`config.mk`:
```
export PLATFORM = sky130hd
export DESIGN_NAME = nibble_serial_adder
export DESIGN_NICKNAME = d
export VERILOG_FILES = /design/src/rtl/alu_pkg.sv /design/src/rtl/nibble_add_slice.sv /design/src/rtl/nibble_serial_adder.sv
export SDC_FILE = /design/constraint.sdc
export NUM_CORES = 1
export LEC_CHECK = 0
export BUFFER_PORTS_ARGS = -buffer_cell sky130_fd_sc_hd__buf_2
export CORE_MARGIN = 3
export CORE_UTILIZATION = 54
export DETAILED_ROUTE_END_ITERATION = 6
export GPL_TIMING_DRIVEN = 0
export HOLD_SLACK_MARGIN = 0.1
export MAX_ROUTING_LAYER = met4
export PLACE_DENSITY = 0.79
export SYNTH_ARGS = -nofsm -noshare
export SYNTH_HDL_FRONTEND = slang
export SYNTH_SLANG_ARGS = --single-unit
export TNS_END_PERCENT = 50
```
`constraint.sdc`:
```
create_clock -name clk -period 3.5 [get_ports clk]
set_clock_uncertainty 0.05 [all_clocks]
set_input_delay 1.05 -clock clk [delete_from_list [all_inputs] [get_ports clk]]
set_output_delay 1.05 -clock clk [all_outputs]
set_load 0.1 [all_outputs]
```
`src/rtl/alu_pkg.sv`:
```
// Shared ALU definitions: controller state encoding, slice width and the
// flag bundle handed to the ALU result/flag register stage.
package alu_pkg;

  localparam int NIBBLE_W = 4;

  typedef enum logic [1:0] {
    IDLE = 2'd0,
    RUN  = 2'd1,
    DONE = 2'd2
  } state_t;

  typedef struct packed {
    logic carry;
    logic overflow;
    logic zero;
  } alu_flags_t;

endpackage

```
`src/rtl/nibble_add_slice.sv`:
```
// Combinational 4-bit add slice with carry in/out, time-multiplexed by the
// serial adder controller.
module nibble_add_slice
  import alu_pkg::*;
(
  input  logic [NIBBLE_W-1:0] x,
  input  logic [NIBBLE_W-1:0] y,
  input  logic                cin,
  output logic [NIBBLE_W-1:0] s,
  output logic                cout
);

  assign {cout, s} = {1'b0, x} + {1'b0, y} + {{NIBBLE_W{1'b0}}, cin};

endmodule

```
`src/rtl/nibble_serial_adder.sv`:
```
// Multi-cycle WIDTH-bit adder: one nibble per cycle through a single add slice,
// LSB first. Define SERIAL_ADDER_SUB_EN to add the 'sub' port (A-B mode).
module nibble_serial_adder
  import alu_pkg::*;
#(
  parameter int WIDTH = 16
) (
  input  logic             clk,
  input  logic             rst,
  input  logic             in_valid,
  output logic             in_ready,
  input  logic [WIDTH-1:0] a,
  input  logic [WIDTH-1:0] b,
  input  logic             carry_in,
`ifdef SERIAL_ADDER_SUB_EN
  input  logic             sub,
`endif
  output logic             out_valid,
  input  logic             out_ready,
  output logic [WIDTH-1:0] sum,
  output logic             carry_out,
  output logic             overflow,
  output logic             zero
);

  localparam int NIBBLES = WIDTH / NIBBLE_W;
  localparam int CNT_W   = (NIBBLES > 1) ? $clog2(NIBBLES) : 1;
  localparam logic [CNT_W-1:0] LAST = CNT_W'(NIBBLES - 1);

  state_t             state, next_state;
  logic [CNT_W-1:0]   count;
  logic [WIDTH-1:0]   a_reg, b_reg, sum_reg, sum_next;
  logic               carry_reg;
  alu_flags_t         flags;
  logic               sub_eff;
  logic [NIBBLE_W-1:0] slice_s;
  logic               slice_cout;

`ifdef SERIAL_ADDER_SUB_EN
  assign sub_eff = sub;
`else
  assign sub_eff = 1'b0;
`endif

  // Handshake signals come from the state alone, so no valid/ready loop forms.
  assign in_ready  = (state == IDLE);
  assign out_valid = (state == DONE);

  always_ff @(posedge clk or posedge rst) begin
    // NOTE: sequential state uses non-blocking assignments so every register
    // samples pre-edge values regardless of statement order.
    if (rst) state <= IDLE;
    else     state <= next_state;
  end

  always_comb begin
    // NOTE: default assigned first so no path leaves next_state unassigned,
    // which would otherwise infer a latch.
    next_state = state;
    case (state)
      IDLE:    if (in_valid)     next_state = RUN;
      RUN:     if (count == LAST) next_state = DONE;
      DONE:    if (out_ready)    next_state = IDLE;
      default:                   next_state = IDLE;
    endcase
  end

  nibble_add_slice u_slice (
    .x    (a_reg[count*NIBBLE_W +: NIBBLE_W]),
    .y    (b_reg[count*NIBBLE_W +: NIBBLE_W]),
    .cin  (carry_reg),
    .s    (slice_s),
    .cout (slice_cout)
  );

  // Full sum as it will look after this cycle's nibble write; feeds zero/overflow.
  always_comb begin
    sum_next = sum_reg;
    sum_next[count*NIBBLE_W +: NIBBLE_W] = slice_s;
  end

  always_ff @(posedge clk or posedge rst) begin
    if (rst) begin
      a_reg     <= '0;
      b_reg     <= '0;
      sum_reg   <= '0;
      carry_reg <= 1'b0;
      count     <= '0;
      flags     <= '0;
    end else begin
      case (state)
        IDLE: if (in_valid) begin
          a_reg     <= a;
          b_reg     <= sub_eff ? ~b : b;
          carry_reg <= sub_eff | carry_in;
          count     <= '0;
        end
        RUN: begin
          sum_reg   <= sum_next;
          carry_reg <= slice_cout;
          if (count == LAST) begin
            flags.carry    <= slice_cout;
            flags.overflow <= (a_reg[WIDTH-1] == b_reg[WIDTH-1]) &&
                              (sum_next[WIDTH-1] != a_reg[WIDTH-1]);
            flags.zero     <= (sum_next == '0);
          end else begin
            count <= count + 1'b1;
          end
        end
        default: ;
      endcase
    end
  end

  assign sum       = sum_reg;
  assign carry_out = flags.carry;
  assign overflow  = flags.overflow;
  assign zero      = flags.zero;

endmodule
```
After elaboration in Yosys (flattened, before gate mapping)

Index checks and enable logic that the tools add are counted.

Flip-flop bits (word level): 56
Bits of input ports: 37
Output and inout port bits: 21

Reduce and logical (&&, ||, !) cells: 9
Add/subtract/negate cells: 4
Mux-type cells: 10
Equal/unequal tests: 9
Shift operators: 4

Operators with widths:

| cell                                                                     | count |
|---|---|
| 4-bit negator with 34-bit output                                         | 1 |
| 4-bit by 34-bit variable shift with 16-bit output (first input constant) | 1 |
| 4-bit by 34-bit variable part select with 16-bit output                  | 1 |
| 16-bit by 5-bit variable part select with 4-bit output                   | 2 |
| 16-bit bitwise mux                                                       | 1 |
| 16-bit logical NOT                                                       | 1 |
| 2-bit 2-to-1 mux                                                         | 5 |
| 2-bit != test (second input constant)                                    | 3 |
| 2-bit one-hot mux with 3 select lines                                    | 1 |
| 2-bit AND reduction                                                      | 3 |
| 3-bit AND reduction                                                      | 2 |
| 4-bit by 4-bit adder with 5-bit output                                   | 1 |
| 5-bit by 1-bit adder with 5-bit output                                   | 1 |
| 2-bit == test (second input constant)                                    | 2 |
| 2-bit one-hot mux with 2 select lines                                    | 1 |
| 2-bit by 1-bit adder with 2-bit output (second input constant)           | 1 |
| 2-bit by 1-bit == test with 1-bit output (second input constant)         | 1 |
| 2-bit logical NOT                                                        | 1 |
| 2-bit by 1-bit != test with 1-bit output (second input constant)         | 1 |
| 1-bit one-hot mux with 2 select lines                                    | 1 |
| 2-bit nonzero test                                                       | 1 |
| 1-bit == test                                                            | 1 |
| 1-bit logical AND                                                        | 1 |
| 1-bit 2-to-1 mux                                                         | 1 |
| 1-bit != test                                                            | 1 |

Depth between registers and ports, before layout

Depth in word-level cells: 7
Depth in mapped cells: 9
Mapped depth without buffers: 8

Hierarchy

From an unflattened synthesis, not the netlist that was laid out.

Cells, all modules: 208
Area total of the unflattened synthesis: 2756.4 um2

Modules (own cells, without submodules):

| module              | seq. area each (um2) | area each (um2) | cells each | instances |
|---|---|---|---|---|
| nibble_serial_adder | 1401.3               | 2612.5          | 192        | 1 |
| nibble_add_slice    | 0.0                  | 143.9           | 16         | 1 |

Worst setup path before layout

No wires, ideal clock.

Path kind: reg2out
Start point: register state[1]
End point: output port in_ready
Arrival: 1.702 ns
Setup slack: 0.698 ns
Stages on the path, launching flop included: 2
Cell sequence: dfrtp_1 > nor2_1

Word-level cells in the longest chain between the ends: 1

RTL lines:

| element                | RTL line                  | RTL |
|---|---|---|
| start, declared        | nibble_serial_adder.sv:30 | `state_t state, next_state;` |
| start signal, assigned | nibble_serial_adder.sv:53 | `else state <= next_state;` |
| 2-bit logical NOT      | nibble_serial_adder.sv:46 | `assign in_ready = (state == IDLE);` |
| end, declared          | nibble_serial_adder.sv:11 | `output logic in_ready,` |

Every way passes these cells.

Worst setup path in the final report

Start point: register count[0]
End point: register sum_reg[13] (netlist: sum[13])

Word-level cells in the longest chain between the ends: 5

RTL lines:

| element                                                                   | RTL line                                             | RTL |
|---|---|---|
| start, declared                                                           | nibble_serial_adder.sv:31                            | `logic [CNT_W-1:0] count;` |
| start signal, assigned                                                    | nibble_serial_adder.sv:107                           | `count <= count + 1'b1;` |
| 16-bit by 5-bit variable part select with 4-bit output (on tied branches) | nibble_serial_adder.sv:69, nibble_serial_adder.sv:70 |  |
| 4-bit by 4-bit adder with 5-bit output                                    | nibble_add_slice.sv:13                               | `assign {cout, s} = {1'b0, x} + {1'b0, y} + {{NIBBLE_W{1'b0}}, cin};` |
| 5-bit by 1-bit adder with 5-bit output                                    | nibble_add_slice.sv:13                               |  |
| 4-bit by 34-bit variable part select with 16-bit output                   | nibble_serial_adder.sv:79                            | `sum_next[count*NIBBLE_W +: NIBBLE_W] = slice_s;` |
| 16-bit bitwise mux (*)                                                    | nibble_serial_adder.sv:79                            |  |
| end signal, assigned                                                      | nibble_serial_adder.sv:99                            | `sum_reg <= sum_next;` |
| end, declared                                                             | nibble_serial_adder.sv:32                            | `logic [WIDTH-1:0] a_reg, b_reg, sum_reg, sum_next;` |

Every way passes the cells marked *; elsewhere a longest branch is shown, timed or not.
A chain may end at the register's enable or synchronous reset.

==> metrics.md <==
| Metric | Value |
|---|---|
| Status | `completed` |
| CP Max Fanout | `10` |
| Slew of the pin with the lowest slew margin | `between 0.4 and 0.5 ns` |
| Routed WL | `between 5000 and 6000 um` |
| Clock latency at the later pin of the worst-skew pair | `around 0.31 ns` |
| GRT Total Usage | `between 10% and 20%` |
| Period utilization | `~87%` |
| Critical path type | `flop to flop` |
| Post-Syn Instances | `200` |
| Via count | `~1900` |
| Core Util, Final | `roughly two thirds` |
| CTS tree | `done` |
| Cts bufs inserted | `5` |
| Top cells by area, synth | `dfrtp_1 (51%), mux2_2 (9.8%), mux4_2 (6.6%)` |
| Core area | `roughly 4800 um2` |
| Seq cells post-synth | `between 50 and 60` |
| Ys flop type | `dfrtp_1` |
| Initial antenna violation count | `0` |
| Post-synth top cells | `dfrtp_1 (56), mux2_2 (24), nand2_1 (11)` |
| Largest area contributor in the netlist | `dfrtp_1` |
| Max_cap viols | `0` |
| ANT nets after route | `0` |
| Starting Density | `between 50% and 60%` |
| Standard-cell rows | `25` |
| Fmax | `around 330 MHz` |
| Detailed Routing Iterations Pass 1 | `4` |
| Share of post-route cells with drive strength above 1 | `41.4%` |
| Final setup fails | `0` |
| Layout-stage area growth over the synthesis result | `18.2%` |
| # diodes | `0` |
| First-pass GRT wire length | `9030 um` |
| Top cell type's share of synthesized area | `51.1%` |
| Root buffer cell | `clkbuf_8` |
| Post-synthesis sequential area ratio | `around half` |
| Final Max Tran Viols | `0` |
| Post-cts sizing count | `0` |
| Number of global-route vias before repair | `around 1900` |
| Critical path required time | `3.70 ns` |
| TritonCTS Sinks | `56` |
| H-tree lvl count | `2` |
| CP Data Arrival Time | `between 3 and 4 ns` |
| Largest net degree at the start of global routing | `36` |
| Clock buffer depth | `2` |
| Drt drc | `0` |
| GPL Wtd Cong | `0.818` |
| Hold bufs inserted after CTS | `0` |
| Die H | `slightly below 80 um` |
| Io pins | `just under 60` |
| Max_slew headroom | `between 60 and 70%` |
| Fin crit period | `between 3 and 4 ns` |
| Fraction of registers with async set or reset after synthesis | `100%` |
| Wirelength per Cell | `between 15 and 20 um` |
| Synth cell types | `45` |
| Type of the most critical hold path | `flop to flop` |
| Post-detail-place hpwl | `4110 um` |
| Final net count | `313` |
| Post-route setup TNS | `0 ns` |
| Unrepaired setup endpoints after global routing | `no` |
| DR iter-0 viols | `79` |
| Die Area | `about 6000 um2` |
| Syn_area_per_cell | `roughly 14 um2` |
| Total number of yosys warnings | `0` |
| Critical path capture point type | `flop` |
| Port-buffer cells | `57` |
| Synthesized Nets | `between 200 and 250` |
| Number of flops mapped to enable cells by yosys | `0` |
| Die X | `approximately 77 um` |
| Most common cell in the netlist | `dfrtp_1` |
| WHS | `between 0.4 and 0.5 ns` |
| Vias per cell | `5.62` |
| Count of final hold-check violations | `0` |
| Setup bufs post-CTS | `0` |
| GR Overflow Total | `0` |
| Clock slew at reported path FFs | `approximately 0.10 ns` |
| CP startpoint kind | `flop` |
| Cell Area, Synth | `between 2000 and 3000 um2` |
-- critical path: stages, from the launching register on --
cell,delay (ns)
dfrtp_1,0.51
buf_2,0.35
mux4_2,0.56
fa_1,0.43
inv_1,0.08
fa_1,0.45
nor2_1,0.34
a22o_1,0.21
-- per-layer routing --
metal  wire length [um]  global-route usage (%)
met5                  0                       -
met4                 99                    6.76
met3                267                    3.99
met2               2580                    31.5
met1               2400                    24.8
-- stage by stage --
| stage | instances | setup slack [ns] | cell area [um2] |
|---|---|---|---|
| after floorplan | 200 | 0.698 | 2740 |
| after global placement | 324 | 0.344 | 3110 |
| after detailed placement | 325 | 0.504 | 3130 |
| after CTS | 333 | 0.470 | 3240 |
| after global routing | 333 | 0.312 | 3240 |
| final | 333 | 0.472 | 3240 |
-- placed cells by master (no fill, tap or decap), types with 2 or more instances in the layout --
master	count
a32o_1	7
fa_1	2
mux2_2	24
nor4_1	4
buf_2	60
inv_1	9
ha_1	9
nand2_1	11
mux2_1	9
nor2_1	5
o22a_1	2
and4b_1	2
buf_4	3
mux4_2	8
o21ai_0	3
a22o_1	9
dfrtp_1	56
a21oi_1	4
clkbuf_8	5
nand2b_1	3
-- path summary, 6_finish.rpt --
path | cells after the start | from | slack (ns) | to
max | 7 | count[0] | 0.47 | sum[13]
min | 1 | b_reg[11] | 0.44 | b_reg[11]
max reg2reg | 7 | count[0] | 0.47 | sum[13]
min reg2reg | 1 | b_reg[11] | 0.44 | b_reg[11]
max in group asynchronous | 3 | rst | 2.18 | b_reg[11]
min in group asynchronous | 2 | rst | 0.69 | sum[2]
-- logic make-up (layout without fill, tap and decap cells) --
group	after synthesis	after routing	share of synthesized area (%)
flip-flops	56	56	51.1
XOR/XNOR	2	2	0.639
multiplexers	42	42	20.5
buffers and inverters	17	83	2.92
AO/OA/AOI/OAI	33	33	10.0
adder cells (fa/ha/maj)	11	11	5.56
AND/OR/NAND/NOR	39	39	9.30
-- final cells by class --
class / instances / area [um2]
Clock buffer: 5 / 68.8
Tap cell: 67 / 83.8
Buffer: 7 / 42.5
Clock inverter: 3 / 42.5
Fill cell: 403 / 1570
Timing Repair Buffer: 58 / 305
Sequential cell: 56 / 1400
Inverter: 10 / 37.5
Multi-Input combinational cell: 127 / 1260
Power is not shown: default switching activity piles up to over one toggle a cycle in this logic, so the estimate is an artifact.
